==> src/rtl/key_pkg.sv <==
// Shared definitions for the push-button conditioner.
//   key_state_e : per-channel debounce state
//   DEFAULT_*   : default timing constants (in clk cycles)
package key_pkg;

    typedef enum logic [1:0] {
        KEY_RELEASED,
        KEY_PRESS_PEND,
        KEY_PRESSED,
        KEY_RELEASE_PEND
    } key_state_e;

    localparam int unsigned DEFAULT_DEBOUNCE_CYCLES = 500_000;
    localparam int unsigned DEFAULT_REPEAT_DELAY    = 25_000_000;
    localparam int unsigned DEFAULT_REPEAT_RATE     = 5_000_000;

endpackage

==> src/rtl/key_debounce_ch.sv <==
// One key channel: 2-FF synchronizer, debounce FSM/counter, press/release pulses.
// Optional auto-repeat when KEY_AUTOREPEAT_EN is defined.
// Ports:
//   clk         system clock
//   rst         asynchronous active-high reset
//   key_sw      raw key pin, active-low, asynchronous
//   key_level   debounced level, active-high
//   key_press   1-cycle pulse on accepted press (and on auto-repeat)
//   key_release 1-cycle pulse on accepted release
module key_debounce_ch
    import key_pkg::*;
#(
    parameter int unsigned DEBOUNCE_CYCLES = DEFAULT_DEBOUNCE_CYCLES
`ifdef KEY_AUTOREPEAT_EN
    ,
    parameter int unsigned REPEAT_DELAY = DEFAULT_REPEAT_DELAY,
    parameter int unsigned REPEAT_RATE  = DEFAULT_REPEAT_RATE
`endif
) (
    input  logic clk,
    input  logic rst,
    input  logic key_sw,
    output logic key_level,
    output logic key_press,
    output logic key_release
);

    localparam int unsigned CNT_W = $clog2(DEBOUNCE_CYCLES + 1);
    localparam logic [CNT_W-1:0] CNT_MAX = CNT_W'(DEBOUNCE_CYCLES);

    // Synchronizer holds the raw (active-low) pin; inversion happens after flop 2.
    logic sync_q1, sync_q2;
    logic pressed_s;

    key_state_e       state_q, state_d;
    logic [CNT_W-1:0] cnt_q, cnt_d;
    logic             level_q, level_d;
    logic             press_q, press_d;
    logic             release_q, release_d;

    always_ff @(posedge clk or posedge rst) begin
        if (rst) begin
            sync_q1 <= 1'b1;
            sync_q2 <= 1'b1;
        end else begin
            sync_q1 <= key_sw;
            sync_q2 <= sync_q1;
        end
    end

    assign pressed_s = ~sync_q2;

`ifdef KEY_AUTOREPEAT_EN
    localparam int unsigned RPT_MAX = (REPEAT_DELAY > REPEAT_RATE) ? REPEAT_DELAY : REPEAT_RATE;
    localparam int unsigned RPT_W   = $clog2(RPT_MAX + 1);

    logic [RPT_W-1:0] rpt_cnt_q, rpt_cnt_d;
    // Set until the first repeat fires; selects DELAY vs RATE as the period.
    logic             rpt_first_q, rpt_first_d;

    always_ff @(posedge clk or posedge rst) begin
        if (rst) begin
            rpt_cnt_q   <= '0;
            rpt_first_q <= 1'b1;
        end else begin
            rpt_cnt_q   <= rpt_cnt_d;
            rpt_first_q <= rpt_first_d;
        end
    end
`endif

    always_comb begin
        state_d   = state_q;
        cnt_d     = cnt_q;
        level_d   = level_q;
        press_d   = 1'b0;
        release_d = 1'b0;

        unique case (state_q)
            KEY_RELEASED: begin
                if (pressed_s) begin
                    state_d = KEY_PRESS_PEND;
                    cnt_d   = CNT_W'(1);
                end
            end
            KEY_PRESS_PEND: begin
                if (!pressed_s) begin
                    state_d = KEY_RELEASED;
                    cnt_d   = '0;
                end else if (cnt_q == CNT_MAX) begin
                    state_d = KEY_PRESSED;
                    level_d = 1'b1;
                    press_d = 1'b1;
                    cnt_d   = '0;
                end else begin
                    cnt_d = cnt_q + CNT_W'(1);
                end
            end
            KEY_PRESSED: begin
                if (!pressed_s) begin
                    state_d = KEY_RELEASE_PEND;
                    cnt_d   = CNT_W'(1);
                end
            end
            KEY_RELEASE_PEND: begin
                if (pressed_s) begin
                    state_d = KEY_PRESSED;
                    cnt_d   = '0;
                end else if (cnt_q == CNT_MAX) begin
                    state_d   = KEY_RELEASED;
                    level_d   = 1'b0;
                    release_d = 1'b1;
                    cnt_d     = '0;
                end else begin
                    cnt_d = cnt_q + CNT_W'(1);
                end
            end
            default: begin
                state_d = KEY_RELEASED;
                cnt_d   = '0;
                level_d = 1'b0;
            end
        endcase

`ifdef KEY_AUTOREPEAT_EN
        // Repeat timer only runs while stably held; any other state clears it.
        rpt_cnt_d   = '0;
        rpt_first_d = 1'b1;
        if ((state_q == KEY_PRESSED) && pressed_s) begin
            rpt_first_d = rpt_first_q;
            if (rpt_first_q && (rpt_cnt_q == RPT_W'(REPEAT_DELAY - 1))) begin
                press_d     = 1'b1;
                rpt_first_d = 1'b0;
            end else if (!rpt_first_q && (rpt_cnt_q == RPT_W'(REPEAT_RATE - 1))) begin
                press_d = 1'b1;
            end else begin
                rpt_cnt_d = rpt_cnt_q + RPT_W'(1);
            end
        end
`endif
    end

    always_ff @(posedge clk or posedge rst) begin
        if (rst) begin
            state_q   <= KEY_RELEASED;
            cnt_q     <= '0;
            level_q   <= 1'b0;
            press_q   <= 1'b0;
            release_q <= 1'b0;
        end else begin
            state_q   <= state_d;
            cnt_q     <= cnt_d;
            level_q   <= level_d;
            press_q   <= press_d;
            release_q <= release_d;
        end
    end

    assign key_level   = level_q;
    assign key_press   = press_q;
    assign key_release = release_q;

endmodule

==> src/rtl/key_debounce.sv <==
// Push-button input conditioner: N_KEYS independent debounce channels.
// Optional feature macro: KEY_AUTOREPEAT_EN (auto-repeat key_press while held).
// Ports:
//   clk         system clock
//   rst         asynchronous active-high reset
//   key_sw      raw key pins, active-low, asynchronous
//   key_level   debounced levels, active-high
//   key_press   1-cycle pulses on accepted press
//   key_release 1-cycle pulses on accepted release
module key_debounce
    import key_pkg::*;
#(
    parameter int unsigned N_KEYS          = 4,
    parameter int unsigned DEBOUNCE_CYCLES = DEFAULT_DEBOUNCE_CYCLES,
    parameter int unsigned REPEAT_DELAY    = DEFAULT_REPEAT_DELAY,
    parameter int unsigned REPEAT_RATE     = DEFAULT_REPEAT_RATE
) (
    input  logic              clk,
    input  logic              rst,
    input  logic [N_KEYS-1:0] key_sw,
    output logic [N_KEYS-1:0] key_level,
    output logic [N_KEYS-1:0] key_press,
    output logic [N_KEYS-1:0] key_release
);

    // Elaboration-time guard against timing values the channel cannot honour.
    if ((DEBOUNCE_CYCLES < 2) || (REPEAT_DELAY < 1) || (REPEAT_RATE < 1)) begin : g_param_check
        $error("key_debounce: invalid timing parameters");
    end

    for (genvar i = 0; i < N_KEYS; i++) begin : g_ch
        key_debounce_ch #(
            .DEBOUNCE_CYCLES(DEBOUNCE_CYCLES)
`ifdef KEY_AUTOREPEAT_EN
            ,
            .REPEAT_DELAY   (REPEAT_DELAY),
            .REPEAT_RATE    (REPEAT_RATE)
`endif
        ) u_ch (
            .clk        (clk),
            .rst        (rst),
            .key_sw     (key_sw[i]),
            .key_level  (key_level[i]),
            .key_press  (key_press[i]),
            .key_release(key_release[i])
        );
    end

endmodule

==> config.mk <==
export PLATFORM = sky130hd
export DESIGN_NAME = key_debounce
export DESIGN_NICKNAME = d
export VERILOG_FILES = /design/src/rtl/key_pkg.sv /design/src/rtl/key_debounce_ch.sv /design/src/rtl/key_debounce.sv
export SDC_FILE = /design/constraint.sdc
export NUM_CORES = 1
export LEC_CHECK = 0
export CAP_MARGIN = 20
export CORE_ASPECT_RATIO = 0.9
export CORE_UTILIZATION = 51
export CTS_BUF_LIST = sky130_fd_sc_hd__clkbuf_4 sky130_fd_sc_hd__clkbuf_8
export DETAILED_ROUTE_END_ITERATION = 8
export PLACE_DENSITY = 0.77
export SLEW_MARGIN = 10
export SYNTH_ARGS = -nofsm -noshare
export SYNTH_HDL_FRONTEND = slang
export SYNTH_SLANG_ARGS = --single-unit
export TNS_END_PERCENT = 5
==> constraint.sdc <==
create_clock -name clk -period 8.8 [get_ports clk]
set_clock_uncertainty 0.1 [all_clocks]
set_input_delay 1.76 -clock clk [delete_from_list [all_inputs] [get_ports clk]]
set_output_delay 1.76 -clock clk [all_outputs]
set_load 0.01 [all_outputs]
# After elaboration in Yosys (flattened, before gate mapping)
# Cells that the tools add are included.
# W data, S select, Z words.
[op_classes]
n_mux = 92
add_sub_neg = 4
n_eq_ne = 48
div = 0
mul = 0
bitwise_logic = 0
shift = 0
n_reduce_logical = 20
magnitude_cmp = 0
[ops]
columns = ["cell", "n"]
rows = [
  ["$mux W19", 20],
  ["$pmux W19 S4", 4],
  ["$add A19 B1 Y19 const B", 4],
  ["$eq A19 B19 Y1 const B", 4],
  ["$mux W2", 24],
  ["$mux W1", 36],
  ["$ne A2 B1 Y1 const B", 16],
  ["$pmux W2 S4", 4],
  ["$reduce_and A5 Y1", 4],
  ["$eq A2 B2 Y1 const B", 8],
  ["$ne A2 B2 Y1 const B", 8],
  ["$reduce_and A4 Y1", 4],
  ["$ne A3 B1 Y1 const B", 4],
  ["$ne A3 B3 Y1 const B", 4],
  ["$eq A2 B1 Y1 const B", 4],
  ["$logic_not A2 Y1", 4],
  ["$pmux W1 S2", 4],
  ["$reduce_and A2 Y1", 4],
  ["$reduce_bool A2 Y1", 4],
]
[totals]
romBits = 0
mem_count = 0
register_bits = 104
latch_bits = 0
mem_bits_rw = 0
word_cells = 192
output_inout_bits = 12
input_bits = 6

# Logic depth before layout (Yosys ltp)
# Gate-level depths: netlist of run 1.
[logic_depth]
word_depth = 4
depth_mapped = 8
depth_no_buf = 7

# Hierarchy
# A second synthesis of run 1 with hierarchy kept.
[unflattened]
hier_cells = 616
area_unflattened_um2 = 5582.9
[by_module_without_submodules]
columns = ["mod", "cells_each", "area_each_um2", "seq_area_each_um2", "instances"]
rows = [
  ["key_debounce_ch at g_ch[0].u_ch ...", 156, 1398.8, 653.1, 3],
  ["key_debounce_ch at g_ch[3].u_ch", 148, 1386.3, 653.1, 1],
]

# Worst setup path after synthesis of run 1
# Ideal clock, no wire load.
[synth_path]
kind = "flip-flop to output port"
startpoint = "register g_ch[0].u_ch.level_q"
endpoint = "output port key_level[0]"
setup_slack_ns = 6.438
t_required_ns = 6.940
path_stages_with_launch = 2
arrival_ns = 0.502
n_path_buf = 1
path_cell_list = "dfrtp_1 buf_4"
[synth_rtl]
columns = ["item", "line", "rtl"]
rows = [
  ["from (decl)", "key_debounce_ch.sv:37", "logic level_q, level_d;"],
  ["from (signal assigned)", "key_debounce_ch.sv:153", "level_q <= level_d;"],
  ["to (decl)", "key_debounce.sv:21", "output logic [N_KEYS-1:0] key_level,"],
]
# No word-level cell between the ends.

# Worst setup path after layout of run 1
[layout_path]
startpoint = "register g_ch[3].u_ch.level_q"
endpoint = "output port key_level[3]"
[layout_rtl]
columns = ["item", "line"]
rows = [
  ["from (decl)", "key_debounce_ch.sv:37"],
  ["from (signal assigned)", "key_debounce_ch.sv:153"],
]
# No word-level cell between the ends.

==> results of run 1 <==
-- kinds of logic after synthesis --
logic type	share of synthesized area (%)
mux	0.7306
compound gates	18.24
fa+ha+maj	1.827
xor+xnor	1.598
simple gates	23.88
flops	47.67
buf+inv	6.050
-- cell usage in the layout, fill, tap and decap left out, types with 3 or more instances in the layout --
master and count:
a21o_1 4, a21oi_1 56, a31oi_1 44, a41oi_1 7
and2_1 3, and3_1 15, and4_1 6, clkbuf_8 9
clkdlybuf4s50_1 17, dfrtp_1 96, dfstp_2 8, ha_1 8
inv_1 33, mux2i_1 4, nand2_1 59, nand2b_1 13
nand3_1 47, nand4_1 9, nor2_1 19, nor3_1 9
nor3_2 5, nor4_1 7, nor4_2 3, nor4b_1 4
o21ai_0 29, o21ai_1 6, or2_2 5, or3_1 17
or4_1 3, or4b_1 4, xnor2_1 7, xor2_1 3
-- area by class of cell --
| class | instances | area [um^2] | area share [%] |
|---|---|---|---|
| flip-flops and latches | 104 | 2613 | 44.44 |
| multi-input cells | 423 | 2544 | 43.27 |
| repair buffers | 21 | 211.5 | 3.597 |
| well taps | 129 | 161.4 | 2.746 |
| inverters | 34 | 130.1 | 2.214 |
| clock buffers | 9 | 123.9 | 2.107 |
| clock inverters | 7 | 95.09 | 1.618 |
-- state kept, by name (all words and copies together), names as in the netlist, named ones only --
signal,flops
g_ch.u_ch.sync_q2,4
g_ch.u_ch.key_release,4
g_ch.u_ch.key_press,4
g_ch.u_ch.sync_q1,4
g_ch.u_ch.cnt_q,76
g_ch.u_ch.state_q,4
g_ch.u_ch.key_level,4
-- per-layer routing --
layer  share of wire (%)  wire (um)
met5                   0          0
met4                 1.6        176
met3                 4.0        437
met2                  48       5266
met1                  46       5089
-- power breakdown --
part           leakage (nW)  switching, mW  internal, mW  total (mW)
registers              1.39         0.0627         0.524       0.586
logic                 0.845          0.275         0.134       0.408
clock network         0.110          0.167         0.161       0.327
-- path summary, 6_finish.rpt --
path	start	end	slack, ps	cells past startpoint
max	g_ch[3].u_ch.key_level	key_level[3]	5640	1
min	g_ch[1].u_ch.sync_q1	g_ch[1].u_ch.sync_q2	250	0
max reg2reg	g_ch[0].u_ch.cnt_q[12]	g_ch[0].u_ch.key_press	6480	5
min reg2reg	g_ch[1].u_ch.sync_q1	g_ch[1].u_ch.sync_q2	250	0
max in group asynchronous	rst	g_ch[3].u_ch.cnt_q[0]	5740	3
min in group asynchronous	rst	g_ch[2].u_ch.cnt_q[17]	1680	2
-- metrics by stage --
step / worst slack (ps) / power, mW / hold slack, ps / utilization [%] / cells
after floorplan: 4221 / 0.9122 / 245.2 / - / 596
after global placement: 5268 / 0.9662 / 247.0 / 54.43 / 709
after detailed placement: 5247 / 0.9866 / 246.8 / 54.43 / 709
after CTS: 5618 / 1.316 / 257.1 / 56.55 / 725
after global routing: 5503 / 1.409 / 262.7 / 56.88 / 727
final: 5641 / 1.322 / 253.1 / 56.88 / 727
==> impl_metrics.yaml, run 1 <==
outcome:
  status: "complete, but fails checks"
  failed_checks: "design-rule violations"
global_route:
  top_usage_layer: "met2"
  grt_usage_pct: 20.89
  antenna_found_initial: 0
  grt_use_met1_pct: 27.79
  met2_usage_pct: 33.27
  grt_pass1_vias: 4164
  grt_first_pass_wirelength_mm: 19.07
  grt_max_degree: 62
  grtUsageMet3_pct: 5.012
  gr-total-overflow: 0
synth:
  synth_ff_type: "dfrtp_1"
  synth_cell_types: 55
  synth-seq-cells: 104
  synthTopCellsByArea: "dfrtp_1, a21oi_1, a31oi_1"
  post-synth-top-count-cell: "dfrtp_1"
  netlist_top_cells_count: "dfrtp_1, nand2_1, a21oi_1"
  synth-async-reset-ratio_pct: 100.0
  syn_nets: 610
  synth_edf_count: 0
  synthCells: 596
  seq_area_frac_synth_pct: 47.67
  yosysTopAreaCell: "dfrtp_1"
  netlist_area_mm2: 0.005480
  yosysWarnings: 0
  yosysTopAreaCellShare_pct: 43.84
  syn_area_per_cell_um2: 9.195
clocking:
  hold_buffers: 0
  cts_sinks: 104
  cts_root_buf: "clkbuf_8"
  cts-resized-gates: 0
  cts_buffers: 9
  clk_latency_ps: 380
  clkSlewWorstSetupHoldPaths_ps: 100
  cts_setup_buffers: 0
  cts_tree: "done"
  h-tree-depth: 3
  cts.path.max_buffers: 2
timing:
  rsz0062_at_grt: "no"
  tightest_slew_ps: 912.3
  min_period_ps: 3159
  setup_viol: 0
  maxSlewHeadroom_pct: 39.18
  max_clock_freq_ghz: 0.3166
  tns_ps: 0
  hold_violations: 0
  period_share_pct: 35.89
  maxSlewViolCount: 0
setup_path:
  cp-end-kind: "primary output"
  cp_slowest_cell: "clkdlybuf4s50_1"
  critPathArrivalTime_ps: 1300
  critPathRequiredTime_ps: 6940
  crit_chain: "clkdlybuf4s50_1"
  worst-path-max-fanout: 3
  critPathBufInv: 1
  critPathKind: "register to primary output"
  crit_family: "buffers and inverters"
  start_kind: "register"
  slowest_delay_ps: 540
floorplan:
  rows: 35
  io_pins: 18
  start_util_pct: 53.03
  fp.dieH_um: 100.3
  dieArea_mm2: 0.01116
  die_w_um: 111.3
  core_mm2: 0.01033
finish:
  drive_above_1_share_pct: 8.361
  final_nets: 607
  antenna_cells: 0
  fill_cells: 877
  syn2layout_area_growth_pct: 7.260
  post-route-cell-area_mm2: 0.005878
flow_run:
  max_cap_viol_count: 0
place:
  dpl-instance-area_mm2: 0.005625
  place_congestion: 0.8223
  io_buffers: 17
  dp_hpwl_mm: 7.279
detailed_routing:
  first_iter_violations: 310
  drt-total-wl_mm: 10.97
  drt_pass1_iterations: 7
  routedWlPerCell_um: 15.09
  vias_per_cell: 6.133
  vias: 4459
  remaining_drc_errors: 4
  postRouteAntennaNets: 0
hold_path:
  hp-class: "register to register"
pwr:
  peakVddDrop_mv: 0.2199
  power_leakage_nw: 2.345
  p_per_area_mw_per_mm2: 224.9
No activity file was read; power rests on OpenSTA's default activity.
==> inputs of run 2 (changes only) <==
==> constraint.sdc (replaced) <==
create_clock -name clk -period 3 [get_ports clk]
set_clock_uncertainty 0.1 [all_clocks]
set_input_delay 0.6 -clock clk [delete_from_list [all_inputs] [get_ports clk]]
set_output_delay 0.6 -clock clk [all_outputs]
set_load 0.01 [all_outputs]
==> run 2 against run 1 <==
Compared with the run above:
- the run still ends with design-rule violations left
- critical path type is now register to register
- critical path depth rose by 6
- combinational power increased to 3.0 times the previous value
- via count decreased by 0.61%
- sequential power rose to 2.9 times the previous value
- highest routed layer unchanged
- cell area grew 0.55%
- clock-buffer cell count up 2
- power rose to 3.0 times the previous value
- sequential share of layout area is 0.24 points lower
- global-route usage is 0.065 points higher
- worst setup slack worse by 5000 ps
==> impl_metrics.yaml, run 2 (synthesis results as in run 1) <==
outcome:
  status: "complete, but fails checks"
  failed_checks: "design-rule violations"
global_route:
  grt_max_degree: 53
  grt_pass1_vias: 4221
  grt_usage_pct: 20.96
  gr-total-overflow: 0
  antenna_found_initial: 0
  grt_first_pass_wirelength_mm: 18.98
finish:
  final_nets: 610
  regMostFlops: "g_ch.u_ch.cnt_q"
  fill_cells: 894
  post-route-cell-area_mm2: 0.005911
  post-route-util_pct: 57.19
  largest_reg_flops: 76
  syn2layout_area_growth_pct: 7.854
  drive_above_1_share_pct: 8.652
  final_cell_mix: "dfrtp_1, nand2_1, a21oi_1"
  antenna_cells: 0
  stdcell_count: 730
  final_common_cell: "dfrtp_1"
clocking:
  cts_tree: "done"
  clkSlewWorstSetupHoldPaths_ps: 90
  clk_latency_ps: 380
  cts_setup_buffers: 0
  cts_sinks: 104
  hold_buffers: 0
  cts-resized-gates: 0
  cts_buffers: 9
  cts_root_buf: "clkbuf_8"
  h-tree-depth: 3
  cts.path.max_buffers: 2
floorplan:
  start_util_pct: 53.03
  io_pins: 18
  core_mm2: 0.01033
  rows: 35
  dieArea_mm2: 0.01116
  fp.dieH_um: 100.3
  die_w_um: 111.3
setup_path:
  worst-path-max-fanout: 27
  start_kind: "register"
  critPathArrivalTime_ps: 2550
  worst-r2r-cell-count: 7
  critPathKind: "register to register"
  critPathRequiredTime_ps: 3160
  crit_family: "simple AND/OR/NAND/NOR gates"
  crit_chain: "inv_1, ha_1, or4b_1, nor2_1, a21oi_2, and3_1, a211o_1"
  critPathBufInv: 1
  slowest_delay_ps: 470
  cp.depth: 7
  cp_slowest_cell: "or4b_1"
  cp-end-kind: "register"
place:
  dp_hpwl_mm: 7.579
  io_buffers: 17
  dp_worst_setup_slack_ps: 650.3
  placed_cells: 713
  dpl-instance-area_mm2: 0.005669
  place_congestion: 0.8492
detailed_routing:
  remaining_drc_errors: 4
  drt-met1-wl_mm: 5.266
  drt_pass1_iterations: 7
  postRouteAntennaNets: 0
  route.met2.wl_mm: 5.276
  top_layer_used: "met4"
  routedWlPerCell_um: 15.27
  met3RoutedLength_um: 451
  drt-total-wl_mm: 11.15
  first_iter_violations: 348
  vias_per_cell: 6.071
  vias: 4432
pwr:
  comb_power_share_pct: 31.0
  power_mw: 3.914
  clockPowerShare_pct: 25.0
  p_per_area_mw_per_mm2: 662.2
  seq_power_share_pct: 44.0
  switchingPower_mw: 1.479
  power_leakage_nw: 2.361
  swShare_pct: 37.79
  power.internal_mw: 2.435
  peakVddDrop_mv: 0.2788
hold_path:
  hold_path_depth: 0
  hp-class: "register to register"
timing:
  hold_violations: 0
  setup_viol: 0
  maxSlewHeadroom_pct: 31.46
  period_share_pct: 79.55
  max_clock_freq_ghz: 0.4190
  min_period_ps: 2386
  tightest_slew_ps: 1028
  rsz0062_at_grt: "no"
  whs_ps: 265.1
  tns_ps: 0
  setup_ws_ps: 613.6
  maxSlewViolCount: 0
flow_run:
  max_cap_viol_count: 0
run 2: cell types whose count changed in the layout (fill, tap and decap cells not counted), sizes merged:
| cell | delta |
|---|---|
| buf | +3 |
| clkbuf | +2 |
| inv | -2 |
| clkinv | -1 |
| clkinvlp | +1 |
run 2: area by class of cell:
cell class | count | area (um^2) | share of cell area [%]
sequential | 104 | 2613 | 44.20
multi-input combinational | 423 | 2536 | 42.91
timing repair buffer | 24 | 242.7 | 4.107
tap | 129 | 161.4 | 2.731
clock buffer | 11 | 145.1 | 2.456
inverter | 34 | 131.4 | 2.223
clock inverter | 5 | 81.33 | 1.376
run 2: path summary, 6_finish.rpt:
check	end	slack, ps	startpoint
min in group asynchronous	g_ch[1].u_ch.cnt_q[2]	490	rst
worst min register to register	g_ch[1].u_ch.sync_q2	270	g_ch[1].u_ch.sync_q1
worst min-delay path	g_ch[1].u_ch.sync_q2	270	g_ch[1].u_ch.sync_q1
worst max-delay path	g_ch[0].u_ch.cnt_q[18]	610	g_ch[0].u_ch.cnt_q[0]
max in group asynchronous	g_ch[0].u_ch.sync_q2	1630	rst
worst max register to register	g_ch[0].u_ch.cnt_q[18]	610	g_ch[0].u_ch.cnt_q[0]
run 2: metal layers:
layer / GRT usage (%) / vias up
met3: 4.831 / 15
li1: - / 2166
met4: 7.380 / 0
met2: 35.38 / 92
met5: 0 / -
met1: 26.66 / 2159
run 2: power groups by stage:
stage | Sequential (mW) | Combinational (mW) | Clock, mW
floorplan | 1.68 | 0.997 | 0
global placement | 1.73 | 1.12 | 0
detailed placement | 1.74 | 1.18 | 0
CTS | 1.72 | 1.19 | 1.01
global route | 1.75 | 1.36 | 1.06
finish | 1.72 | 1.21 | 0.979
